`src/rtl/fetch_stage_pkg.sv`:
```
// Shared pipeline constants, PC-select codes, fetch FSM encoding and IF/ID record.
// Latency: n/a (declarations only).
// Backpressure: n/a.
package fetch_stage_pkg;

    localparam logic [15:0] NOP_INSTR  = 16'h0800;
    localparam logic [15:0] HALT_INSTR = 16'h0000;

    localparam logic [1:0] PCSRC_SEQ = 2'b00;
    localparam logic [1:0] PCSRC_BR  = 2'b10;
    localparam logic [1:0] PCSRC_JMP = 2'b11;

    typedef enum logic [1:0] {
        ST_RUN    = 2'b00,
        ST_DRAIN  = 2'b01,
        ST_HALTED = 2'b10
    } fetch_state_t;

    // IF/ID pipeline record
    typedef struct packed {
        logic [15:0] instr;
        logic [15:0] pc_inc;
        logic        valid;
    } fd_t;

    localparam fd_t FD_BUBBLE = '{instr: NOP_INSTR, pc_inc: 16'h0000, valid: 1'b0};

endpackage

```
`src/rtl/fetch_stage_fd_latch.sv`:
```
// Generic pipeline register with flush (load bubble), load and hold.
// Latency: one cycle from i_dat to o_dat.
// Backpressure: i_load low holds contents; i_flush wins over load and hold.
// Ports: clk, rst (sync, active-high), i_load, i_flush, i_dat -> o_dat.
module fd_latch #(
    parameter int           W       = 33,
    parameter logic [W-1:0] NOP_VAL = '0
) (
    input  logic         clk,
    input  logic         rst,
    input  logic         i_load,
    input  logic         i_flush,
    input  logic [W-1:0] i_dat,
    output logic [W-1:0] o_dat
);

    logic [W-1:0] r_dat;

    always_ff @(posedge clk) begin
        if (rst) begin
            r_dat <= NOP_VAL;
        end else if (i_flush) begin
            r_dat <= NOP_VAL;
        end else if (i_load) begin
            r_dat <= i_dat;
        end
    end

    assign o_dat = r_dat;

endmodule

```
`src/rtl/fetch_stage.sv`:
```
// Instruction fetch: PC register, next-PC select, halt drain FSM and IF/ID register.
// Latency: one cycle imem_instr -> fd_instr; redirect costs one bubble.
// Backpressure: stall holds PC and IF/ID; FD_NOP flushes IF/ID; redirect overrides both.
// Ports: clk, rst, PCSrc/br_target/jmp_target (redirect), stall, FD_NOP, imem_instr in;
//        imem_addr (PC), fd_instr/fd_pc_inc/fd_valid (IF/ID), halted out.
module fetch_stage
    import fetch_stage_pkg::*;
#(
    parameter logic [15:0] RESET_PC     = 16'h0000,
    parameter int          DRAIN_CYCLES = 4
) (
    input  logic        clk,
    input  logic        rst,
    input  logic [1:0]  PCSrc,
    input  logic [15:0] br_target,
    input  logic [15:0] jmp_target,
    input  logic        stall,
    input  logic        FD_NOP,
    input  logic [15:0] imem_instr,
    output logic [15:0] imem_addr,
    output logic [15:0] fd_instr,
    output logic [15:0] fd_pc_inc,
    output logic        fd_valid,
    output logic        halted
);

    localparam int CNT_W = $clog2(DRAIN_CYCLES + 1);

    logic [15:0]  r_pc;
    fetch_state_t r_state;
    logic [CNT_W-1:0] r_cnt;
    logic         r_halted;

    logic [15:0] w_pc_inc;
    logic [15:0] w_target;
    logic        w_redir;
    logic        w_fd_load;
    logic        w_fd_flush;
    fd_t         w_fd_in;
    fd_t         w_fd_q;

    assign w_pc_inc = r_pc + 16'd2;    // wraps FFFE -> 0000
    assign w_target = (PCSrc == PCSRC_JMP) ? jmp_target : br_target;
    // Once halted, only reset restarts the machine; redirects are dropped.
    assign w_redir  = PCSrc[1] && (r_state != ST_HALTED);

    assign w_fd_in = '{instr: imem_instr, pc_inc: w_pc_inc, valid: 1'b1};

    always_comb begin
        w_fd_load  = 1'b0;
        w_fd_flush = 1'b0;
        if (w_redir) begin
            w_fd_flush = 1'b1;
        end else if (r_state != ST_RUN) begin
            w_fd_flush = 1'b1;
        end else if (stall) begin
            w_fd_flush = FD_NOP;
        end else if (FD_NOP) begin
            w_fd_flush = 1'b1;
        end else begin
            w_fd_load  = 1'b1;
        end
    end

    fd_latch #(
        .W       ($bits(fd_t)),
        .NOP_VAL (FD_BUBBLE)
    ) u_fd_latch (
        .clk     (clk),
        .rst     (rst),
        .i_load  (w_fd_load),
        .i_flush (w_fd_flush),
        .i_dat   (w_fd_in),
        .o_dat   (w_fd_q)
    );

    always_ff @(posedge clk) begin
        if (rst) begin
            r_pc     <= RESET_PC;
            r_state  <= ST_RUN;
            r_cnt    <= '0;
            r_halted <= 1'b0;
        end else if (w_redir) begin
            // A redirect squashes any HALT still draining: it was younger.
            r_pc    <= w_target;
            r_state <= ST_RUN;
            r_cnt   <= '0;
        end else begin
            case (r_state)
                ST_RUN: begin
                    if (!stall) begin
                        r_pc <= w_pc_inc;
                        // Only a HALT that actually lands in IF/ID starts the drain.
                        if (!FD_NOP && (imem_instr == HALT_INSTR)) begin
                            r_state <= ST_DRAIN;
                            r_cnt   <= '0;
                        end
                    end
                end
                ST_DRAIN: begin
                    if (!stall) begin
                        r_cnt <= r_cnt + CNT_W'(1);
                        if (r_cnt == CNT_W'(DRAIN_CYCLES - 1)) begin
                            r_state  <= ST_HALTED;
                            r_halted <= 1'b1;
                        end
                    end
                end
                ST_HALTED: begin
                    r_halted <= 1'b1;
                end
                default: begin
                    r_state <= ST_RUN;
                end
            endcase
        end
    end

    assign imem_addr = r_pc;
    assign fd_instr  = w_fd_q.instr;
    assign fd_pc_inc = w_fd_q.pc_inc;
    assign fd_valid  = w_fd_q.valid;
    assign halted    = r_halted;

endmodule

```
`config.mk`:
```
export PLATFORM = sky130hd
export DESIGN_NAME = fetch_stage
export DESIGN_NICKNAME = d
export VERILOG_FILES = /design/src/rtl/fetch_stage_pkg.sv /design/src/rtl/fetch_stage_fd_latch.sv /design/src/rtl/fetch_stage.sv
export SDC_FILE = /design/constraint.sdc
export NUM_CORES = 1
export LEC_CHECK = 0
export ABC_AREA = 1
export CAP_MARGIN = 20
export CORE_UTILIZATION = 30
export DETAILED_ROUTE_END_ITERATION = 8
export HOLD_SLACK_MARGIN = 0.05
export PLACE_DENSITY = 0.56
export SYNTH_ARGS = -nofsm -noshare
export SYNTH_HDL_FRONTEND = slang
export SYNTH_SLANG_ARGS = --single-unit
```
`constraint.sdc`:
```
create_clock -name clk -period 3.8 [get_ports clk]
set_clock_uncertainty 0.1 [all_clocks]
set_input_delay 0.76 -clock clk [delete_from_list [all_inputs] [get_ports clk]]
set_output_delay 0.76 -clock clk [all_outputs]
set_load 0.05 [all_outputs]
```
* Word-level counts from Yosys, hierarchy flattened *
Index checks and enable logic that the tools add are counted.

storage, ports and cells
  flip-flop bits (word level) = 55
  bits in latches = 0
  memory bits (writable) = 0
  ROM bits = 0
  input bits = 54
  output and inout port bits = 50
  logic and storage cells = 58
  memories kept = 0

cells by class
  add/subtract/negate cells = 2
  multipliers = 0
  divide/modulo/power cells = 0
  magnitude comparators = 0
  equality and inequality tests = 10
  shift-type cells = 0
  multiplexer cells = 24
  bitwise logic cells = 2
  reductions and logical operators = 15

operator list
  operator                                                          number
  16-bit two-way mux                                                4
  16-bit by 2-bit adder with 16-bit output (second input constant)  1
  16-bit logical NOT                                                1
  1-bit two-way mux                                                 10
  2-bit != test (second input constant)                             5
  3-bit two-way mux                                                 3
  2-bit two-way mux                                                 4
  4-bit AND reduction                                               2
  2-bit nonzero test                                                4
  2-bit case mux with 3 select lines                                1
  3-bit case mux with 2 select lines                                1
  5-bit AND reduction                                               1
  2-bit == test (second input constant)                             2
  2-bit OR reduction                                                2
  3-bit by 1-bit adder with 3-bit output (second input constant)    1
  3-bit by 2-bit == test with 1-bit output (second input constant)  1
  2-bit by 1-bit == test with 1-bit output (second input constant)  1
  1-bit logical AND                                                 2
  2-bit logical NOT                                                 1
  2-bit by 1-bit != test with 1-bit output (second input constant)  1
  1-bit NOT                                                         2
  1-bit case mux with 2 select lines                                1
  2-bit AND reduction                                               1
  1-bit logical NOT                                                 1

* Depth between registers and ports, before layout *
  word-level depth = 5
  gate-level depth with buffers = 11
  depth with buffers taken out = 11

* By module *
A second synthesis with hierarchy kept.

unflattened totals
  cells, all modules = 465
  area, all modules = 2,992.9 µm²

by module, submodules not included
  module       times used  cells an instance  area an instance (µm²)  seq. area each (µm²)
  fetch_stage  1           257                1,619.1                 440.4
  fd_latch     1           208                1,373.8                 660.6

* Worst setup path after synthesis *
Ideal clock, no wire load.

  kind = reg-to-reg
  start point = register r_pc[1], in the netlist imem_addr[1]
  end point = register u_fd_latch.r_dat[12], in the netlist u_fd_latch.o_dat[12]
  arrival = 1.663 ns
  required time = 3.585 ns
  path slack = 1.922 ns
  stages on the path, launching flop included = 11
  buffers on the path = 0
  period minus slack after synthesis = 1.878 ns
  cell sequence = dfxtp_1 -> ha_1 -> nand2_2 -> nor2_2 -> nand2_2 -> nor2_2 -> nand2_1 -> nand2_1 -> nand2_1 -> o211ai_1 -> inv_2

between the ends
  longest elaborated chain between the ends = 1

ends and longest elaborated chain
  element                                   RTL line                    text
  start: declaration                        fetch_stage.sv:29           logic [15:0] r_pc;
  start signal: assignment                  fetch_stage.sv:85           r_pc <= w_target;
  start signal: assignment                  fetch_stage.sv:92           r_pc <= w_pc_inc;
  16-bit by 2-bit adder with 16-bit output  fetch_stage.sv:42           assign w_pc_inc = r_pc + 16'd2;
  end signal: assignment                    fetch_stage_fd_latch.sv:25  r_dat <= i_dat;
  end: declaration                          fetch_stage_fd_latch.sv:17  logic [W-1:0] r_dat;

Every way passes these cells.
A chain may end at the register's enable or synchronous reset.

* Final worst setup path *
  start point = register r_pc[6], in the netlist imem_addr[6]
  end point = output port imem_addr[6]

RTL lines
  element           RTL line           text
  end: declaration  fetch_stage.sv:20  output logic [15:0] imem_addr,

No word-level cell between the ends.

==> flow_summary.ini <==
[timing]
max_freq_mhz = 396
worst_pin_slew_ns = 0.531
tns_ns = 0
finalSetupViolations = 0
hold_slack_ns = 0.394
finalCriticalPeriod_ns = 2.53
report.final.slew_viol_count = 0
rsz0062_at_grt = no
finalCritPeriodShare = 0.664
finalHoldViolations = 0
slew_headroom = 0.645

[die]
die_h_um = 98.9
die_area_sq_um = 9780
placementRows = 34
start_util = 0.317
core_sq_um = 8890
fp.dieW_um = 98.9
ioPinCount = 104

[routing]
routed_via_density = 4.73
ant_nets = 0
drt-total-wl_mm = 8.30
drtIter0Drc = 106
vias = 2908
firstDrtPassIters = 4
wire_per_inst_um = 13.5
remaining_drc_errors = 0

[yosys]
synthArstFlopShare = 0
syn_nets = 471
yosysTopAreaCell = dfxtp_1
syn-cell-area_sq_um = 2820
synth_edf_count = 0
syn_area_per_cell_sq_um = 6.87
post-synth-top-count-cell = nor2_1
ys_warn_count = 0
synth_top_cell_area_share = 0.391
synthTopCellsByCount = nor2_1, nand2_1, dfxtp_1
ys.flop_type = dfxtp_1
ys_types = 33
synthTopCellsByArea = dfxtp_1, nor2_1, nand2_1
synth-seq-area-share = 0.391
synth_cells = 410
synth.ff_latch_count = 55

[cts]
clk_path_buf_depth = 2
root_buffer = clkbuf_8
cts_made_buffers = 5
cts-htree-levels = 2
clkTransAtPathRegs_ns = 0.10
insertion_delay_ns = 0.31
cts-resized-gates = 0
cts_tree = done
cts_hold_buffers = 0
postCtsSetupBuffers = 0
cts.sinks = 55

[pwr]
peakVddDrop_uv = 153
p_leak_nw = 1.69
power_density_nw_per_um2 = 329

[setup_path]
ff2ff_path_depth = 9
path_depth = 1
path_cells = clkdlybuf4s50_1
slowest_delay_ns = 0.86
startpoint_type = flop
cp_top_family = buffers and inverters
crit_path_top_delay_cell = clkdlybuf4s50_1
cp-end-kind = output pin
cp.buffers_inverters = 1
arrival_ns = 1.67
worst-setup-path-type = flop to output pin
required_ns = 2.94
crit_fanout = 6

[finish]
diodes = 0
layout-drive-gt1-share = 0.0533
final_nets = 567
area_growth_pct = 42.1

[grt]
grt.total_usage = 0.178
antenna_found_initial = 0
grt_start_max_net_pins = 27
overflow = 0
grt_pass1_wl_mm = 13.9
grt_pass1_vias = 2806

[place]
gp_congestion = 0.906
io_buffers = 103
hpwl_mm = 6.29

[hold_path]
whs_path_depth = 2
hold_class = flop to flop

[run]
cap_violations = 0

[run_status]
run_status = finished clean
where the power goes:
group          internal [mW]  total, mW  leakage [nW]  switching, mW
registers              0.600      0.627         0.449         0.0276
logic                  0.121      0.302          1.18          0.180
clock network          0.197      0.389        0.0581          0.193
cell type report:
cell class / instances / area, sq um
sequential: 55 / 1100
tap: 108 / 135
timing repair buffer: 104 / 1040
fill: 895 / 4890
clock inverter: 3 / 43.8
inverter: 48 / 180
multi-input combinational: 292 / 1440
clock buffer: 5 / 68.8
state kept, by name, summed over array words and instances (netlist names):
name              count
imem_addr            16
r_state               2
u_fd_latch.o_dat     33
halted                1
r_cnt                 3
worst paths after layout:
kind	slack, ns	start	endpoint
max reg2reg	1.64	r_state[0]$_SDFFE_PP0P_	u_fd_latch.o_dat[8]$_SDFFE_PP0P_
max	1.27	imem_addr[6]$_SDFFE_PP0P_	imem_addr[6]
min	0.39	r_cnt[1]$_SDFFE_PP0P_	r_cnt[1]$_SDFFE_PP0P_
min reg2reg	0.39	r_cnt[1]$_SDFFE_PP0P_	r_cnt[1]$_SDFFE_PP0P_
cell families (layout without fill, tap and decap cells):
family,after synthesis,after routing,synth area share
buf+inv,63,160,0.0995
xor+xnor,8,8,0.0249
fa+ha+maj,7,7,0.0311
flops,55,55,0.391
simple gates,187,187,0.282
compound gates,90,90,0.172
layer usage:
layer  global-route usage  wire length (um)  vias to the layer above
met1                0.236              4070                     1300
met2                0.291              3650                       91
met3               0.0411               510                        6
met4               0.0425                69                        0
li1                     -                 -                     1511
met5                    0                 0                        -
metrics by stage:
stage	total power [mW]	setup slack (ns)	cells	cell area [sq um]	utilization
final	1.32	1.27	615	4000	0.450
after global routing	1.37	1.20	615	4000	0.450
after CTS	1.33	1.28	615	4000	0.450
after detailed placement	0.941	1.03	607	3890	0.438
after global placement	0.941	1.09	607	3890	0.438
after floorplan	0.810	1.92	410	2820	-
placed cells by master (no fill, tap or decap):
master | synthesis | final
o21bai_1 | 1 | 1
buf_4 | 6 | 1
bufinv_16 | 0 | 1
nand3_1 | 12 | 12
a211oi_1 | 1 | 1
nand4_1 | 3 | 3
or2_0 | 1 | 1
clkinv_2 | 0 | 1
a21o_1 | 1 | 1
nor2_2 | 3 | 3
dfxtp_1 | 55 | 55
xnor2_1 | 2 | 2
nor3_1 | 2 | 2
a221oi_1 | 1 | 1
clkbuf_8 | 0 | 5
nor2_1 | 97 | 97
inv_2 | 7 | 7
nand2_1 | 59 | 59
nand3_2 | 2 | 2
a21oi_1 | 13 | 13
a31oi_1 | 4 | 4
xor2_1 | 6 | 6
nor2_4 | 2 | 2
or2_1 | 2 | 2
o2111ai_1 | 1 | 1
clkdlybuf4s50_1 | 0 | 103
ha_1 | 7 | 7
nand4_4 | 1 | 1
o22ai_1 | 5 | 5
o211ai_1 | 3 | 3
clkinv_4 | 0 | 1
o21ai_0 | 32 | 32
nand2_2 | 3 | 3
inv_1 | 41 | 41
o21ai_1 | 28 | 28
Power figures use the tool's default switching activity.
